`src/rtl/bcd_stopwatch_pkg.sv`:
```
// Shared constants for the BCD stopwatch: FSM state codes and BCD digit limits.
package bcd_stopwatch_pkg;

  // FSM state codes
  localparam logic [1:0] ST_IDLE = 2'd0;
  localparam logic [1:0] ST_RUN  = 2'd1;
  localparam logic [1:0] ST_DONE = 2'd2;

  // BCD digit limits
  localparam logic [3:0] BCD_NINE = 4'd9;
  localparam logic [3:0] BCD_ZERO = 4'd0;

  // A digit at or above nine is treated as nine, so a corrupted digit can never
  // count past the BCD range.
  function automatic logic bcd_is_nine(input logic [3:0] digit);
    return (digit >= BCD_NINE);
  endfunction

endpackage

```
`src/rtl/bcd_stopwatch_if.sv`:
```
// Control and status bundle of the BCD stopwatch.
// The master drives the control pulses. The slave, which is the stopwatch, returns the count and status.
interface bcd_stopwatch_if #(
  parameter int NUM_DIGITS = 4
);
  logic                    Start;
  logic                    Stop;
  logic                    Clear;
  logic [4*NUM_DIGITS-1:0] Count;
  logic                    Running;
  logic                    Done;
  logic                    Overflow;

  modport master (
    output Start, Stop, Clear,
    input  Count, Running, Done, Overflow
  );

  modport slave (
    input  Start, Stop, Clear,
    output Count, Running, Done, Overflow
  );
endinterface

```
`src/rtl/bcd_stopwatch_digit.sv`:
```
// One BCD digit of the stopwatch counter.
// It counts 0..9 on carry-in and produces a carry-out when it rolls from 9 to 0.
// hold_i freezes the digit so that the counter can saturate at all-9s.
module bcd_digit
  import bcd_stopwatch_pkg::*;
(
  input  logic       Clock,
  input  logic       Resetn,
  input  logic       clr_i,
  input  logic       inc_i,
  input  logic       hold_i,
  output logic [3:0] digit_o,
  output logic       is_nine_o,
  output logic       carry_o
);

  logic [3:0] digit_q;
  logic [3:0] digit_d;
  logic       nine_s;

  assign nine_s    = bcd_is_nine(digit_q);
  assign is_nine_o = nine_s;
  assign carry_o   = inc_i & nine_s;
  assign digit_o   = digit_q;

  // Next digit value: clear wins, then a non-held increment with 9 -> 0 rollover
  always_comb begin
    digit_d = digit_q;
    if (clr_i) begin
      digit_d = BCD_ZERO;
    end else if (inc_i && !hold_i) begin
      digit_d = nine_s ? BCD_ZERO : (digit_q + 4'd1);
    end else begin
      digit_d = digit_q;
    end
  end

  // Digit register with asynchronous reset to zero
  always_ff @(posedge Clock or negedge Resetn) begin
    if (!Resetn) begin
      digit_q <= BCD_ZERO;
    end else begin
      digit_q <= digit_d;
    end
  end

endmodule

```
`src/rtl/bcd_stopwatch.sv`:
```
// N-digit BCD elapsed-time counter.
// It contains a tick prescaler, the IDLE/RUN/DONE control FSM, selectable
// saturate/wrap behaviour at all-9s and a sticky overflow flag.
module bcd_stopwatch #(
  parameter int NUM_DIGITS = 4,
  parameter int TICK_DIV   = 50000,
  parameter int WRAP_MODE  = 0
) (
  input  logic           Clock,
  input  logic           Resetn,
  bcd_stopwatch_if.slave sw
);
  import bcd_stopwatch_pkg::*;

  localparam int         PW      = (TICK_DIV > 2) ? $clog2(TICK_DIV) : 1;
  localparam logic [PW-1:0] PRE_MAX = PW'(TICK_DIV - 1);
  localparam logic [PW-1:0] PRE_ONE = PW'(1);
  localparam logic [PW-1:0] PRE_ZERO = {PW{1'b0}};

  logic [1:0]              state_q;
  logic [1:0]              state_d;
  logic [PW-1:0]           pre_q;
  logic [PW-1:0]           pre_d;
  logic                    ovf_q;
  logic                    ovf_d;

  logic                    run_s;
  logic                    clr_s;
  logic                    tick_s;
  logic                    all_nine_s;
  logic                    sat_hold_s;
  logic                    ovf_evt_s;
  logic [NUM_DIGITS:0]     carry_s;
  logic [NUM_DIGITS-1:0]   nine_s;
  logic [4*NUM_DIGITS-1:0] digits_s;

  assign run_s  = (state_q == ST_RUN);
  assign clr_s  = sw.Clear | sw.Start;
  // A tick loses to Clear, Start and Stop. A Stop in the same cycle discards it.
  assign tick_s = run_s && (pre_q == PRE_MAX) && !sw.Clear && !sw.Start && !sw.Stop;

  assign all_nine_s = &nine_s;
  // In saturate mode every digit freezes once the whole count reads all-9s
  assign sat_hold_s = (WRAP_MODE == 0) && all_nine_s;
  assign carry_s[0] = tick_s;
  // A carry out of the top digit means the count has passed all-9s
  assign ovf_evt_s  = carry_s[NUM_DIGITS];

  for (genvar k = 0; k < NUM_DIGITS; k++) begin : g_digit
    bcd_digit u_digit (
      .Clock     (Clock),
      .Resetn    (Resetn),
      .clr_i     (clr_s),
      .inc_i     (carry_s[k]),
      .hold_i    (sat_hold_s),
      .digit_o   (digits_s[4*k +: 4]),
      .is_nine_o (nine_s[k]),
      .carry_o   (carry_s[k+1])
    );
  end

  // FSM next state with priority Clear > Start > Stop > tick
  always_comb begin
    state_d = state_q;
    if (sw.Clear) begin
      state_d = ST_IDLE;
    end else if (sw.Start) begin
      state_d = ST_RUN;
    end else begin
      case (state_q)
        ST_IDLE: state_d = ST_IDLE;
        ST_RUN: begin
          if (sw.Stop) begin
            state_d = ST_DONE;
          end else if (ovf_evt_s && (WRAP_MODE == 0)) begin
            state_d = ST_DONE;
          end else begin
            state_d = ST_RUN;
          end
        end
        ST_DONE: state_d = ST_DONE;
        default: state_d = ST_IDLE;
      endcase
    end
  end

  // Prescaler next value. It advances only while running and restarts from 0 on each tick.
  always_comb begin
    pre_d = pre_q;
    if (clr_s) begin
      pre_d = PRE_ZERO;
    end else if (run_s && !sw.Stop) begin
      pre_d = (pre_q == PRE_MAX) ? PRE_ZERO : (pre_q + PRE_ONE);
    end else if (run_s) begin
      pre_d = PRE_ZERO;
    end else begin
      pre_d = pre_q;
    end
  end

  // Sticky overflow, cleared only by Clear or Start
  always_comb begin
    ovf_d = ovf_q;
    if (clr_s) begin
      ovf_d = 1'b0;
    end else if (ovf_evt_s) begin
      ovf_d = 1'b1;
    end else begin
      ovf_d = ovf_q;
    end
  end

  // State, prescaler and overflow registers with asynchronous reset
  always_ff @(posedge Clock or negedge Resetn) begin
    if (!Resetn) begin
      state_q <= ST_IDLE;
      pre_q   <= PRE_ZERO;
      ovf_q   <= 1'b0;
    end else begin
      state_q <= state_d;
      pre_q   <= pre_d;
      ovf_q   <= ovf_d;
    end
  end

  assign sw.Count    = digits_s;
  assign sw.Running  = (state_q == ST_RUN);
  assign sw.Done     = (state_q == ST_DONE);
  assign sw.Overflow = ovf_q;

endmodule

```
`src/flat_wrapper.sv`:
```
// flat-port wrapper written by rule: the top's interface ports become plain ports
module bcd_stopwatch_flat import bcd_stopwatch_pkg::*;
#(
  parameter int NUM_DIGITS = 4,
  parameter int TICK_DIV   = 50000,
  parameter int WRAP_MODE  = 0
)
  (Clock, Resetn, sw_Start, sw_Stop, sw_Clear, sw_Count, sw_Running, sw_Done, sw_Overflow);
  bcd_stopwatch_if #(.NUM_DIGITS(NUM_DIGITS)) sw_i ();
  input  logic Clock;
  input  logic Resetn;
  input wire logic [$bits(sw_i.Start)-1:0] sw_Start;
  input wire logic [$bits(sw_i.Stop)-1:0] sw_Stop;
  input wire logic [$bits(sw_i.Clear)-1:0] sw_Clear;
  output wire logic [$bits(sw_i.Count)-1:0] sw_Count;
  output wire logic [$bits(sw_i.Running)-1:0] sw_Running;
  output wire logic [$bits(sw_i.Done)-1:0] sw_Done;
  output wire logic [$bits(sw_i.Overflow)-1:0] sw_Overflow;
  assign sw_i.Start = sw_Start;
  assign sw_i.Stop = sw_Stop;
  assign sw_i.Clear = sw_Clear;
  assign sw_Count = sw_i.Count;
  assign sw_Running = sw_i.Running;
  assign sw_Done = sw_i.Done;
  assign sw_Overflow = sw_i.Overflow;
  bcd_stopwatch #(.NUM_DIGITS(NUM_DIGITS), .TICK_DIV(TICK_DIV), .WRAP_MODE(WRAP_MODE)) u_core (.Clock(Clock), .Resetn(Resetn), .sw(sw_i));
endmodule
```
`config.mk`:
```
export PLATFORM = sky130hd
export DESIGN_NAME = bcd_stopwatch_flat
export DESIGN_NICKNAME = d
export VERILOG_FILES = /design/src/rtl/bcd_stopwatch_pkg.sv /design/src/rtl/bcd_stopwatch_if.sv /design/src/rtl/bcd_stopwatch_digit.sv /design/src/rtl/bcd_stopwatch.sv /design/src/flat_wrapper.sv
export SDC_FILE = /design/constraint.sdc
export NUM_CORES = 1
export LEC_CHECK = 0
export CAP_MARGIN = 0
export CORE_ASPECT_RATIO = 1.1
export CORE_MARGIN = 5
export CORE_UTILIZATION = 40
export CTS_CLUSTER_SIZE = 14
export DETAILED_ROUTE_END_ITERATION = 8
export SYNTH_ARGS = -nofsm -noshare
export SYNTH_HDL_FRONTEND = slang
export SYNTH_HIERARCHICAL = 1
export SYNTH_SLANG_ARGS = --single-unit
```
`constraint.sdc`:
```
create_clock -name Clock -period 4.9 [get_ports Clock]
set_clock_uncertainty 0.05 [all_clocks]
set_input_delay 0.98 -clock Clock [delete_from_list [all_inputs] [get_ports Clock]]
set_output_delay 0.98 -clock Clock [all_outputs]
set_load 0.005 [all_outputs]
```
==> results.py, run 1 <==
metrics = {
    "run_status": {
        "status": "finished clean",
    },
    "clock_network": {
        "cts_setup_buffers": 0,
        "clkSlewWorstSetupHoldPaths_ns": 0.08,
        "cts_resized": 0,
        "clockBufferDepth": 2,
        "cts_buffers": 5,
        "clk_latency_ns": 0.29,
        "htree_levels": 2,
        "postCtsHoldBufs": 0,
        "cts_sinks": 35,
        "root_buffer": "clkbuf_8",
        "cts_tree": "yes",
    },
    "setup_path": {
        "cp-start-kind": "input port",
        "arrival_ns": 3.34,
        "path_max_fanout": 8,
        "r2r_cells": 10,
        "required_ns": 5.07,
        "endpoint_kind": "register",
        "rrSetupSlack_ns": 2.02,
        "worst-setup-path-type": "in2reg",
    },
    "logic_synthesis": {
        "ys_warn_count": 6,
        "synth_cell_types": 38,
        "syn_area_mm2": 0.00215,
        "synth_ff_type": "dfrtp_1",
        "syn_avg_cell_area_um2": 9.60,
        "synth_nets": 244,
        "ys_seq_area_share_pct": 40.7,
        "synth-seq-cells": 35,
        "synthCells": 224,
        "synth_edf_count": 0,
        "async_flop_share_pct": 100,
    },
    "die": {
        "fp.dieH_um": 86.9,
        "core_mm2": 0.00529,
        "initial_utilization_pct": 40.7,
        "row_count": 28,
        "die-area_mm2": 0.00695,
        "die_w_um": 79.9,
        "boundaryPins": 24,
    },
    "timing": {
        "setup_ws_ns": 1.72,
        "post-route-period-util_pct": 64.8,
        "relSlewSlack_pct": 43.2,
        "layout_min_cycle_time_ns": 3.18,
        "drv_slew": 0,
        "whs_ns": 0.448,
        "max_freq_mhz": 315,
        "setup_violations": 0,
        "rsz0062_at_grt": "false",
        "hold_violations": 0,
        "fin_setup_tns_ns": 0,
        "tightest_slew_ns": 0.846,
    },
    "drt": {
        "drt_iter0_drc": 91,
        "wl_um": 4450,
        "num_vias": 1732,
        "dr.pass1.iters": 4,
        "wl_per_cell_um": 13.4,
        "drc_errors": 0,
        "postRouteAntennaNets": 0,
        "viasPerCell": 5.23,
    },
    "cells_and_area": {
        "ff_latch_area_um2": 876,
        "area_growth_pct": 21.8,
        "layout_common_cells": "35 x dfrtp_1, 23 x clkdlybuf4s50_1, 21 x nor2_1, 19 x inv_1, 18 x o21ai_0",
        "final_layout_size_suffix_gt1_share_pct": 11.7,
        "n_antenna_cell": 0,
        "layout_commonest_cell": "dfrtp_1",
        "nets": 275,
        "stdcell_count": 331,
        "final_area_mm2": 0.00262,
        "fillers": 498,
        "multi_input_area_mm2": 0.00120,
    },
    "power_and_ir_drop": {
        "vdd_ir_drop_max_v": 0.000128,
        "power.leakage_nw": 0.983,
        "p_per_area_mw_per_mm2": 240,
    },
    "global_routing": {
        "grt-ovfl-total": 0,
        "antenna_found_initial": 0,
        "grt_max_degree": 36,
        "grtUsageTotal_pct": 14.5,
        "grt_pass1_wl_um": 7960,
        "grt_pass1_vias": 1703,
    },
    "placed_design": {
        "dp_hpwl_um": 3100,
        "port_buffers": 23,
        "post-place-ws_ns": 1.40,
        "placed_cells": 323,
        "gp_congestion": 0.797,
        "postPlaceCellArea_mm2": 0.00249,
    },
    "hold_path": {
        "hold_class": "reg2reg",
        "worstHoldPathCells": 2,
    },
    "run": {
        "cap_violations": 0,
    },
}
## flip-flops by register name, indices dropped and copies added (netlist names)
signal,flops
u_core/state_q,2
u_core/pre_q,16
u_core/g_digit.u_digit/digit_o,16
u_core/sw.Overflow,1
## stage by stage
step / total power [mW] / util, %
floorplan: 0.306 / -
global placement: 0.322 / 47.0
detailed placement: 0.322 / 47.0
CTS: 0.637 / 49.5
global route: 0.652 / 49.5
finish: 0.628 / 49.5
## routing by layer
metal	track usage [%]	vias up	share of wire, %
li1	-	865	-
met4	5.07	0	1.7
met3	3.21	8	2.4
met5	0	-	0
met2	24.3	20	49
met1	18.2	839	47
## Yosys cell counts (2+ instances only)
cell	instances	area share (%)
a21oi_1	8	1.9
and2_2	4	1.4
and4_1	3	1.2
dfrtp_1	35	41
ha_1	15	8.7
inv_1	19	3.3
nand2_1	11	1.9
nand2b_4	4	2.6
nand3_1	5	1.2
nand3b_1	8	2.8
nand4_1	3	0.87
nor2_1	21	3.7
nor2b_1	10	2.9
nor3_1	3	0.70
nor3b_2	4	2.3
nor4_1	3	0.87
nor4b_1	2	0.81
nor4bb_1	2	0.93
o21ai_0	18	4.2
o21ai_1	4	0.93
o31ai_1	2	0.70
o41ai_1	4	1.6
or2_2	2	0.58
or3_1	3	0.87
or3_2	4	1.4
or4_1	5	1.7
or4b_1	4	1.9
xnor2_1	5	2.0
xor2_1	4	1.6
## worst paths after layout
kind                                                        endpoint               start
worst max-delay path            u_core/g_digit[3].u_digit/digit_o[3]            sw_Clear
worst min-delay path                              u_core/sw.Overflow  u_core/sw.Overflow
worst max register to register  u_core/g_digit[3].u_digit/digit_o[3]     u_core/pre_q[0]
min in group asynchronous                          u_core/state_q[1]              Resetn
worst min register to register                    u_core/sw.Overflow  u_core/sw.Overflow
max in group asynchronous       u_core/g_digit[1].u_digit/digit_o[1]              Resetn
## critical path, cell delays in order
cell	delay (ns)
clkdlybuf4s50_1	0.46
nor2_1	0.22
nand2_1	0.14
nor2b_1	0.27
and2_2	0.23
and2_2	0.17
and2_2	0.17
nand2b_4	0.08
or4_1	0.47
a21oi_1	0.14
## report_power, final
| group | switching [mW] | total (mW) | internal [mW] |
|---|---|---|---|
| clock | 0.109 | 0.312 | 0.203 |
| sequential | 0.000606 | 0.290 | 0.289 |
| combinational | 0.0172 | 0.0257 | 0.00849 |
## cells by family (layout without fill, tap and decap cells)
logic type	Yosys count	count (layout)	synth area share (%)
AND/OR/NAND/NOR	106	106	32.9
AO/OA/AOI/OAI	39	39	10.5
adder cells (fa/ha/maj)	15	15	8.73
XOR/XNOR	9	9	3.66
buffers and inverters	20	52	3.49
flip-flops	35	35	40.7
## layout make-up
cell class,count,share of cell area (%)
timing repair buffer,25,9.36
sequential,35,33.4
multi-input combinational,169,45.8
clock inverter,2,2.29
clock buffer,6,2.77
inverter,19,2.72
tap,75,3.58
Power figures use the tool's default switching activity.
==> inputs of run 2 (changes only) <==
==> constraint.sdc (replaced) <==
create_clock -name Clock -period 2.7 [get_ports Clock]
set_clock_uncertainty 0.05 [all_clocks]
set_input_delay 0.54 -clock Clock [delete_from_list [all_inputs] [get_ports Clock]]
set_output_delay 0.54 -clock Clock [all_outputs]
set_load 0.005 [all_outputs]
==> run 2 against run 1 <==
Effect of this change:
- register-to-register slack worse by 1.9 ns
- critical path depth down 1
- hold slack worse by 0.0014 ns
- via count up 7.1%
- core utilization up 4.1 points
- sequential power up 81%
- total power up 62%
- critical endpoint unchanged
==> results.py, run 2 (same netlist as run 1, synthesis figures left out) <==
metrics = {
    "run_status": {
        "status": "finished clean",
    },
    "die": {
        "fp.dieH_um": 86.9,
        "die-area_mm2": 0.00695,
        "core_mm2": 0.00529,
        "die_w_um": 79.9,
        "row_count": 28,
        "initial_utilization_pct": 40.7,
        "boundaryPins": 24,
    },
    "setup_path": {
        "worst-setup-path-type": "reg2reg",
        "required_ns": 2.87,
        "max_stage_delay_ns": 0.47,
        "cp_slowest_cell": "or4_1",
        "path_max_fanout": 6,
        "crit_path_cell_trace": "nor4bb_1 -> and4_4 -> nor2b_4 -> and2_2 -> and2_2 -> and2_2 -> nand2b_4 -> or4_1 -> a21oi_1",
        "path_common_cell": "and2_2",
        "arrival_ns": 2.74,
        "endpoint_kind": "register",
        "cp-start-kind": "register",
    },
    "drt": {
        "drt_iter0_drc": 106,
        "dr.pass1.iters": 4,
        "num_vias": 1855,
        "drc_errors": 0,
        "wl_um": 4750,
        "postRouteAntennaNets": 0,
        "wl_per_cell_um": 13.2,
        "viasPerCell": 5.14,
    },
    "hold_path": {
        "hold_class": "reg2reg",
    },
    "run": {
        "cap_violations": 0,
    },
    "placed_design": {
        "gp_congestion": 0.793,
        "port_buffers": 23,
        "dp_hpwl_um": 3440,
        "post-place-ws_ns": -0.139,
    },
    "cells_and_area": {
        "nets": 305,
        "finalCoreUtilization_pct": 53.6,
        "multi_input_area_mm2": 0.00122,
        "area_growth_pct": 31.9,
        "final_layout_size_suffix_gt1_share_pct": 22.7,
        "ff_latch_area_um2": 876,
        "layout_commonest_cell": "dfrtp_1",
        "n_antenna_cell": 0,
        "layout_common_cells": "35 x dfrtp_1, 32 x buf_4, 23 x clkdlybuf4s50_1, 21 x nor2_1, 19 x inv_1",
        "fillers": 493,
    },
    "timing": {
        "setup_ws_ns": 0.127,
        "setup_violations": 0,
        "tightest_slew_ns": 0.497,
        "rsz0062_at_grt": "false",
        "max_freq_mhz": 389,
        "layout_min_cycle_time_ns": 2.57,
        "fin_setup_tns_ns": 0,
        "hold_violations": 0,
        "relSlewSlack_pct": 66.8,
        "post-route-period-util_pct": 95.3,
        "drv_slew": 0,
    },
    "power_and_ir_drop": {
        "pwr-share-clk_pct": 42.7,
        "seq_power_share_pct": 51.7,
        "switchingPower_uw": 237,
        "power.leakage_nw": 1.13,
        "combPwrFrac_pct": 5.7,
        "p_per_area_mw_per_mm2": 359,
        "switching_share_pct": 23.3,
        "vdd_ir_drop_max_v": 0.000231,
        "p_int_uw": 781,
        "finalPower_mw": 1.02,
    },
    "clock_network": {
        "cts_setup_buffers": 0,
        "cts_sinks": 35,
        "cts_buffers": 5,
        "cts_tree": "yes",
        "clkSlewWorstSetupHoldPaths_ns": 0.08,
        "root_buffer": "clkbuf_8",
        "clockBufferDepth": 2,
        "clk_latency_ns": 0.29,
        "htree_levels": 2,
    },
    "global_routing": {
        "grt-ovfl-total": 0,
        "antenna_found_initial": 0,
        "grt_pass1_vias": 1824,
        "grt_max_degree": 36,
        "grtUsageTotal_pct": 15.0,
        "grt_pass1_wl_um": 8310,
    },
}
## run 2: cell count changes in the layout (fill, tap and decap cells not counted), sizes merged
cell      previous run  this run
buf                  2        32
bufinv               2         0
clkbuf               6         7
clkinvlp             0         1
## run 2: timing repair
item,4_1_cts,5_1_grt
endpoints found under the setup margin,2,7
gates cloned,0,0
hold buffers,0,0
resized for setup,1,4
## run 2: worst paths after layout
check	endpoint	slack, ns	startpoint	cells past startpoint
min in group asynchronous	u_core/state_q[0]	0.61	Resetn	2
worst min register to register	u_core/sw.Overflow	0.45	u_core/sw.Overflow	2
worst max-delay path	u_core/g_digit[3].u_digit/digit_o[3]	0.13	u_core/pre_q[12]	9
worst max register to register	u_core/g_digit[3].u_digit/digit_o[3]	0.13	u_core/pre_q[12]	9
worst min-delay path	u_core/sw.Overflow	0.45	u_core/sw.Overflow	2
max in group asynchronous	u_core/g_digit[0].u_digit/digit_o[2]	1.65	Resetn	2
## run 2: metrics by stage
step	cells	hold slack (ns)	area, µm²
after CTS	361	0.455	2820
after global placement	353	0.428	2710
after global routing	361	0.517	2840
after floorplan	224	0.194	2150
final	361	0.446	2840
after detailed placement	353	0.435	2710
## run 2: area by class of cell
cell class / count / area share (%)
Clock buffer: 7 / 3.40
Clock inverter: 1 / 0.265
Inverter: 19 / 2.51
Multi-Input combinational cell: 169 / 43.1
Sequential cell: 35 / 30.9
Tap cell: 75 / 3.31
Timing Repair Buffer: 55 / 16.6
## run 2: metal layers
layer | routed length, µm | up-vias | track usage (%)
met3 | 175 | 9 | 3.62
met2 | 2280 | 34 | 25.2
met1 | 2210 | 892 | 18.9
li1 | - | 920 | -
met4 | 84 | 0 | 4.92
met5 | 0 | - | 0
## run 2: power groups by stage
| stage | sequential, mW | clock [mW] | combinational, mW |
|---|---|---|---|
| 2_1_floorplan | 0.536 | 0 | 0.0192 |
| 3_3_place_gp | 0.536 | 0 | 0.0587 |
| 3_5_place_dp | 0.536 | 0 | 0.0585 |
| 4_1_cts | 0.526 | 0.445 | 0.0589 |
| 5_1_grt | 0.526 | 0.468 | 0.0651 |
| 6_report | 0.526 | 0.434 | 0.0576 |
## run 2: critical path, delay by kind of cell (launching register included)
family / cells / cell delay, ns
and+or+nand+nor: 8 / 1.87
DFF: 1 / 0.42
AOI/OAI and AO/OA: 1 / 0.16
